<file path="config.mk">
export PLATFORM = sky130hd
export DESIGN_NAME = decrypt_function_2_flat
export DESIGN_NICKNAME = d
export VERILOG_FILES = /design/src/rtl/decrypt_function_2_if.sv /design/src/rtl/decrypt_function_2.sv /design/src/flat_wrapper.sv
export SDC_FILE = /design/constraint.sdc
export NUM_CORES = 1
export LEC_CHECK = 0
export CORE_MARGIN = 5
export CORE_UTILIZATION = 40
export DETAILED_ROUTE_END_ITERATION = 6
export PLACE_DENSITY = 0.66
export SYNTH_ARGS = -nofsm -noshare
export SYNTH_HDL_FRONTEND = slang
export SYNTH_SLANG_ARGS = --single-unit
</file>
<file path="constraint.sdc">
create_clock -name Clk -period 3.48 [get_ports Clk]
set_input_delay 0.522 -clock Clk [delete_from_list [all_inputs] [get_ports Clk]]
set_output_delay 0.522 -clock Clk [all_outputs]
set_load 0.1 [all_outputs]
</file>
<file path="src/rtl/decrypt_function_2_if.sv">
`default_nettype none
// ============================================================================
// Module      : decrypt_function_2_if
// Description : Valid/ready bus bundle for decrypt_function_2. Carries the
//               encrypted-word input channel (in_valid/in_ready/inEnc) and the
//               plaintext output channel (out_valid/out_ready/outDec/outTag/
//               outErr).
//               slave  : the decryptor's view (consumes inEnc, produces outDec)
//               master : the surrounding logic's view (producer + consumer)
// Revision    : 1.0 - initial release
// ============================================================================
interface decrypt_function_2_if;
  logic        in_valid;
  logic        in_ready;
  logic [77:0] inEnc;
  logic        out_valid;
  logic        out_ready;
  logic [59:0] outDec;
  logic [5:0]  outTag;
  logic        outErr;

  modport slave (
    input  in_valid, inEnc, out_ready,
    output in_ready, out_valid, outDec, outTag, outErr
  );

  modport master (
    output in_valid, inEnc, out_ready,
    input  in_ready, out_valid, outDec, outTag, outErr
  );
endinterface
`default_nettype wire

</file>
<file path="src/rtl/decrypt_function_2.sv">
`default_nettype none
// ============================================================================
// Module      : decrypt_function_2
// Description : Two-stage valid/ready decryptor. Rebuilds the 60-bit key
//               pattern from the 11-bit random field of the encrypted word and
//               subtracts it from the 61-bit sum to recover the plaintext.
//               Flags words whose difference underflows or exceeds 60 bits,
//               and keeps a saturating count of delivered error words.
// Ports       : Clk      - system clock, rising edge
//               Rst_n    - asynchronous active-low reset
//               bus      - slave modport: inEnc channel in, outDec channel out
//               errCount - saturating count of delivered words with outErr=1
// Revision    : 1.0 - initial release
// ============================================================================
module decrypt_function_2 (
  input  wire logic       Clk,
  input  wire logic       Rst_n,
  decrypt_function_2_if.slave bus,
  output logic [15:0]     errCount
);

  localparam logic [15:0] c_ERR_MAX = 16'hFFFF;

  // Key pattern: k, k, ~k, ~k, k, k[4:0] from LSB upward.
  function automatic logic [59:0] expand_key(input logic [10:0] k);
    return {k[4:0], k, ~k, ~k, k, k};
  endfunction

  // Stage 1 registers
  logic        r_s1_valid;
  logic [60:0] r_s1_x;
  logic [59:0] r_s1_b;
  logic [5:0]  r_s1_tag;

  // Stage 2 registers (drive the outputs directly)
  logic        r_s2_valid;
  logic [59:0] r_out_dec;
  logic [5:0]  r_out_tag;
  logic        r_out_err;
  logic [15:0] r_err_count;

  logic        w_s2_adv;
  logic        w_in_ready;
  logic        w_out_hs;
  logic [61:0] w_diff;

  assign w_s2_adv   = !r_s2_valid || bus.out_ready;
  // S1 can take a word when empty or when its content moves into S2.
  assign w_in_ready = !r_s1_valid || w_s2_adv;
  assign w_out_hs   = r_s2_valid && bus.out_ready;
  // One extra bit on each side: bit 61 is the borrow, bit 60 flags an
  // over-range difference.
  assign w_diff     = {1'b0, r_s1_x} - {2'b00, r_s1_b};

  always_ff @(posedge Clk or negedge Rst_n) begin
    if (!Rst_n) begin
      r_s1_valid <= 1'b0;
      r_s1_x     <= '0;
      r_s1_b     <= '0;
      r_s1_tag   <= '0;
    end else if (w_in_ready) begin
      r_s1_valid <= bus.in_valid;
      if (bus.in_valid) begin
        r_s1_x   <= bus.inEnc[66:6];
        r_s1_b   <= expand_key(bus.inEnc[77:67]);
        r_s1_tag <= bus.inEnc[5:0];
      end
    end
  end

  always_ff @(posedge Clk or negedge Rst_n) begin
    if (!Rst_n) begin
      r_s2_valid <= 1'b0;
      r_out_dec  <= '0;
      r_out_tag  <= '0;
      r_out_err  <= 1'b0;
    end else if (w_s2_adv) begin
      r_s2_valid <= r_s1_valid;
      if (r_s1_valid) begin
        r_out_dec <= w_diff[59:0];
        r_out_tag <= r_s1_tag;
        r_out_err <= w_diff[61] | w_diff[60];
      end
    end
  end

  always_ff @(posedge Clk or negedge Rst_n) begin
    if (!Rst_n) begin
      r_err_count <= '0;
    end else if (w_out_hs && r_out_err && (r_err_count != c_ERR_MAX)) begin
      r_err_count <= r_err_count + 16'd1;
    end
  end

  assign bus.in_ready  = w_in_ready;
  assign bus.out_valid = r_s2_valid;
  assign bus.outDec    = r_out_dec;
  assign bus.outTag    = r_out_tag;
  assign bus.outErr    = r_out_err;
  assign errCount      = r_err_count;

endmodule
`default_nettype wire

</file>
<file path="src/flat_wrapper.sv">
// flat-port wrapper written by rule: the top's interface ports become plain ports
module decrypt_function_2_flat 
  (Clk, Rst_n, errCount, bus_in_valid, bus_inEnc, bus_out_ready, bus_in_ready, bus_out_valid, bus_outDec, bus_outTag, bus_outErr);
  decrypt_function_2_if bus_i ();
  input  wire logic Clk;
  input  wire logic Rst_n;
  output logic [15:0] errCount;
  input wire logic [$bits(bus_i.in_valid)-1:0] bus_in_valid;
  input wire logic [$bits(bus_i.inEnc)-1:0] bus_inEnc;
  input wire logic [$bits(bus_i.out_ready)-1:0] bus_out_ready;
  output wire logic [$bits(bus_i.in_ready)-1:0] bus_in_ready;
  output wire logic [$bits(bus_i.out_valid)-1:0] bus_out_valid;
  output wire logic [$bits(bus_i.outDec)-1:0] bus_outDec;
  output wire logic [$bits(bus_i.outTag)-1:0] bus_outTag;
  output wire logic [$bits(bus_i.outErr)-1:0] bus_outErr;
  assign bus_i.in_valid = bus_in_valid;
  assign bus_i.inEnc = bus_inEnc;
  assign bus_i.out_ready = bus_out_ready;
  assign bus_in_ready = bus_i.in_ready;
  assign bus_out_valid = bus_i.out_valid;
  assign bus_outDec = bus_i.outDec;
  assign bus_outTag = bus_i.outTag;
  assign bus_outErr = bus_i.outErr;
  decrypt_function_2 u_core (.Clk(Clk), .Rst_n(Rst_n), .bus(bus_i), .errCount(errCount));
endmodule
</file>
After elaboration in Yosys (flattened, before gate mapping)
Index checks and enable logic that the tools add are counted.
- $add $sub $neg: 2
- eq/ne operators: 1
- bitwise gates (word level): 2
- reduce and logical (&&, ||, !) cells: 9
- operators by type and width (operator ; count):
    61-bit by 60-bit subtractor with 62-bit output ; 1
    16-bit by 1-bit adder with 16-bit output (second input constant) ; 1
    16-bit inequality test (second input constant) ; 1
    11-bit inverter ; 1
    2-bit AND reduction ; 2
    1-bit logical AND ; 3
    1-bit zero test ; 2
    1-bit logical OR ; 2
    1-bit OR ; 1
- register bits after elaboration: 212
- word-level logic and storage cells: 23

Logic depth before layout (Yosys ltp)
Gate-level depths: netlist of the first run.
- depth in word-level cells: 4
- depth in mapped cells: 13
- mapped depth without buffers: 13

Worst setup path before layout of the first run
OpenSTA, ideal clock, no wires.
- path kind: reg2reg
- start: register u_core.r_s2_valid (netlist: u_core.bus.out_valid)
- end: register u_core.r_s1_tag[0]
- setup time: 125 ps
- arrival: 3188 ps
- setup slack: 167 ps
- cell stages (with the launch flop): 6
- buffers on the path: 2
- clock period less this slack: 3313 ps
- cell sequence: dfrtp_1 nand3b_1 and2_1 clkbuf_1 clkbuf_1 mux2_2
- cells in the longest elaborated chain, start to end: 4
- RTL lines (element ; line ; text):
    start, declared ; decrypt_function_2.sv:36 ; logic r_s2_valid;
    start signal, assigned ; decrypt_function_2.sv:78 ; r_s2_valid <= r_s1_valid;
    1-bit zero test ; decrypt_function_2.sv:47 ; assign w_s2_adv = !r_s2_valid || bus.out_ready;
    1-bit logical OR ; decrypt_function_2.sv:47 ;
    1-bit logical OR ; decrypt_function_2.sv:49 ; assign w_in_ready = !r_s1_valid || w_s2_adv;
    via bus_in_ready ; flat_wrapper.sv:11 ; output wire logic [$bits(bus_i.in_ready)-1:0] bus_in_ready;
    2-bit AND reduction (no line) ; n/a ;
    end signal, assigned ; decrypt_function_2.sv:66 ; r_s1_tag <= bus.inEnc[5:0];
    end, declared ; decrypt_function_2.sv:33 ; logic [5:0] r_s1_tag;
The timed path passes the listed nets, and every way through them passes these cells.
A chain may end at the register's enable or synchronous reset.

Worst setup path after layout of the first run
- start: register u_core.r_s1_x[0]
- end: register u_core.r_out_err (netlist: u_core.bus.outErr)
- cells in the longest elaborated chain, start to end: 2
- RTL lines (element ; line ; text):
    start, declared ; decrypt_function_2.sv:31 ; logic [60:0] r_s1_x;
    start signal, assigned ; decrypt_function_2.sv:64 ; r_s1_x <= bus.inEnc[66:6];
    61-bit by 60-bit subtractor with 62-bit output ; decrypt_function_2.sv:53 ; assign w_diff = {1'b0, r_s1_x} - {2'b00, r_s1_b};
    1-bit OR ; decrypt_function_2.sv:82 ; r_out_err <= w_diff[61] | w_diff[60];
    end signal, assigned ; decrypt_function_2.sv:82 ;
    end, declared ; decrypt_function_2.sv:39 ; logic r_out_err;
No other way between the ends.

==> reports/qor.txt, run 1 <==
fillers: 2344
Antenna Diode Count: 0
Detailed Route WL: 29630 µm
per-cell via count in the routed design: 5.471
top cell family by delay on the critical path: compound AO/OA/AOI/OAI gates
routed wirelength normalized by instance count: 18.74 µm
H-tree depth: 4
final routed DRC violation total: 0
Max-slew headroom: 30.10%
number of synthesized register bits: 174
overall via count from detail_route: 8649
critical path class: reg2reg
run status: complete, no violations
Final Setup Violations: 0
crit path max-delay cell type: fa_1
Largest stage delay, worst path: 0.40 ns
initial detailed-routing violation count: 681
horizontal extent of the die: 169.0 µm
number of standard cells after synthesis: 1075
Setup crit end kind: flop
IO Count: 167
count of TritonRoute iterations in the first routing pass: 5
required time of the worst setup path: 3.83 ns
max-cap violations: 0
weighted congestion at the end of routability-driven global placement: 0.9516
class of the tightest hold or removal check: in2async
clock tree from TritonCTS: built
Clk pin slew, worst setup/hold paths: 0.07 ns
maximum net fanout on the critical path: 5
syn_area_per_cell: 9.404 µm²
worst setup path startpoint: u_core.r_s1_x[0]$_DFFE_PN0P_
clk_skew: 0.01312 ns
final-report max-slew violation count: 0
number of global-route vias before repair: 8563
total of warnings raised by yosys: 0
actual slew at the worst max-slew pin: 1.045 ns
global-route wire length before repair: 47100 µm
share of the yosys chip area belonging to registers: 43.07%
Finished Layout Cells: 1581
area grow syn2layout: 27.31%
ratio of cells with drive above 1 in the final layout: 11.83%
Placement Setup Slack: 0.1182 ns
Clock Latency Late Sink: 0.44 ns
leakage power total: 0.005613 µW
number of flops mapped to enable cells by yosys: 0
instance count after placement with tap cells included: 1549
Setup crit start kind: flop
core box area: 25040 µm²
antenna violations before repair: 0
post-synthesis instance area: 10110 µm²
pin count of the biggest net entering global routing: 77
time the final worst path needs with I/O delays and setup: 3.267 ns
Top FF cell, synth: dfrtp_1
startpoint of the worst-slack reg-to-reg timing path: u_core.r_s1_x[0]$_DFFE_PN0P_
total power divided by cell area: 870.5 nW/µm²
largest voltage drop on the vdd net: 701.6 µV
FP Rows: 58
placed wire-length estimate: 23160 µm
I/O Buffers: 166
critical path, cell by cell: inv_1 > ha_1 > inv_1 > fa_1 > a21o_1 > a221oi_4 > o21ai_2 > a221o_1 > a211o_4 > o2111ai_4 > a211oi_1 > or2_0 > a41oi_1
setup repair after global routing missed its margin: true
endpoint arrival time on the critical path: 3.61 ns
final net count: 1383
smallest setup slack after layout: 0.2132 ns
most common library cell in the layout ignoring fill and taps: dfrtp_1
final critical-path share of the clock period: 93.87%
Seq. cell area: 4354 µm²
antenna violation net count after detailed routing: 0
grt total ovfl: 0
most common cell type on the critical path: inv_1
Die Span Y: 169.0 µm
critical path buffer and inverter count: 2
Clock Path Buffers: 2
area used by multi-input combinational logic: 5440 µm²
leading cell types in the layout, fill and taps excluded: dfrtp_1, clkdlybuf4s50_1, nand2_1
Die Outline Area: 28550 µm²
final hold slack: 0.1071 ns
number of CTS-inserted buffers: 17
max frequency: 306.1 MHz
initial core utilization: 40.38%
global routing usage summed across all routing layers: 20.74%
number of hold-slack violations in the final timing report: 0
count of different cell masters after synthesis: 62
clock sink total: 174
Root Buffer: clkbuf_16
nets in the synthesized netlist: 1219
Async S/R FF share, synth: 100.0%
[registers in the layout, summed over array words and instances, names as in the netlist]
name and cells:
u_core.bus.outDec 60, u_core.bus.outErr 1, u_core.bus.outTag 6, u_core.bus.out_valid 1, u_core.errCount 16, u_core.r_s1_b 22
u_core.r_s1_tag 6, u_core.r_s1_valid 1, u_core.r_s1_x 61
[cell usage after synthesis, drive strengths merged (2+ instances only)]
cell type	count	area (µm²)
a211o	5	45.04
o211ai	8	60.06
or2	4	25.03
o21ai	95	479.2
nor3b	2	15.01
xnor2	35	306.5
a31o	2	17.52
nand2	157	589.3
a22oi	3	22.52
nor3	12	60.06
buf	3	12.51
xor2	20	175.2
o311ai	2	17.52
clkbuf	48	182.7
and4	3	26.28
and2	8	50.05
nor4	2	12.51
o21bai	14	105.1
o221ai	2	17.52
o31ai	8	60.06
or4	6	45.04
a21boi	4	30.03
a2111oi	3	38.79
nor2	49	183.9
nand3	33	165.2
a31oi	4	25.02
a211oi	8	60.06
nand2b	7	43.79
inv	46	172.7
a21o	34	256.5
mux2	69	777.0
o2111a	2	22.52
and3	8	51.30
nor2b	3	18.77
dfrtp	174	4354
o21a	20	150.1
a221o	3	30.03
a21oi	72	360.4
o2111ai	3	32.53
nand4	22	137.6
a221oi	3	32.53
ha	61	763.2
[path summary, 6_finish.rpt]
kind                                                     to  slack, ns  cells past startpoint
max                           u_core.bus.outErr$_DFFE_PN0P_       0.21                     13
min in group Clk           u_core.bus.outTag[0]$_DFFE_PN0P_       0.47                      2
min                           u_core.r_s1_x[22]$_DFFE_PN0P_       0.11                      1
min reg2reg                u_core.bus.outTag[0]$_DFFE_PN0P_       0.47                      2
max reg2reg                   u_core.bus.outErr$_DFFE_PN0P_       0.21                     13
max in group asynchronous     u_core.r_s1_x[49]$_DFFE_PN0P_       2.51                      2
[power by group]
part / leakage, µW / internal [µW] / switching [µW]
combinational: 0.00325 / 1790 / 4640
sequential: 0.00209 / 2550 / 363
clock: 0.000268 / 1010 / 846
[through the flow]
step | TNS [ns] | utilization, % | total power [µW] | instance area [µm²]
finish | 0 | 51.41 | 11200 | 12870
global route | -0.05151 | 51.41 | 11760 | 12870
CTS | 0 | 51.21 | 11240 | 12820
detailed placement | 0 | 48.94 | 9340 | 12250
global placement | 0 | 48.94 | 9322 | 12250
floorplan | 0 | - | 7577 | 10110
[final cells by class]
class,instances,share of cell area [%]
clock buffer,18,3.412
clock inverter,13,1.001
inverter,46,1.342
multi-input combinational,804,42.27
sequential,174,33.83
tap,330,3.208
timing repair buffer,196,14.94
[timing repair]
action / CTS / global route
endpoints found under the hold margin: 0 / 0
hold buffers: 0 / 0
setup endpoints to repair: 0 / 8
gates resized for setup: 0 / 4
setup buffers: 0 / 1
[cell families after synthesis]
group | share of synthesized area [%]
AOI/OAI and AO/OA | 18.87
adders and majority gates | 7.748
muxes | 7.686
DFF | 43.07
xor gates and xnor gates | 4.765
buffers and inverters | 3.639
and+or+nand+nor | 14.22
[layer usage]
layer / track usage, % / up-vias / wire length, µm
met5: 0 / - / 0
met4: 8.085 / 0 / 1079
met2: 31.76 / 305 / 13090
met3: 3.293 / 64 / 1575
li1: - / 4166 / -
met1: 29.59 / 4114 / 13880
(Power assumes the default switching activity.)
==> run 2: changes to the inputs <==
--- a/config.mk
+++ b/config.mk
@@ -9,6 +9,7 @@
 export CORE_UTILIZATION = 40
 export DETAILED_ROUTE_END_ITERATION = 6
 export PLACE_DENSITY = 0.66
+export SKIP_CTS_REPAIR_TIMING = 1
 export SYNTH_ARGS = -nofsm -noshare
 export SYNTH_HDL_FRONTEND = slang
 export SYNTH_SLANG_ARGS = --single-unit
==> results of run 2 <==
No change in the layout: final DEF, timing and power equal those of run 1.
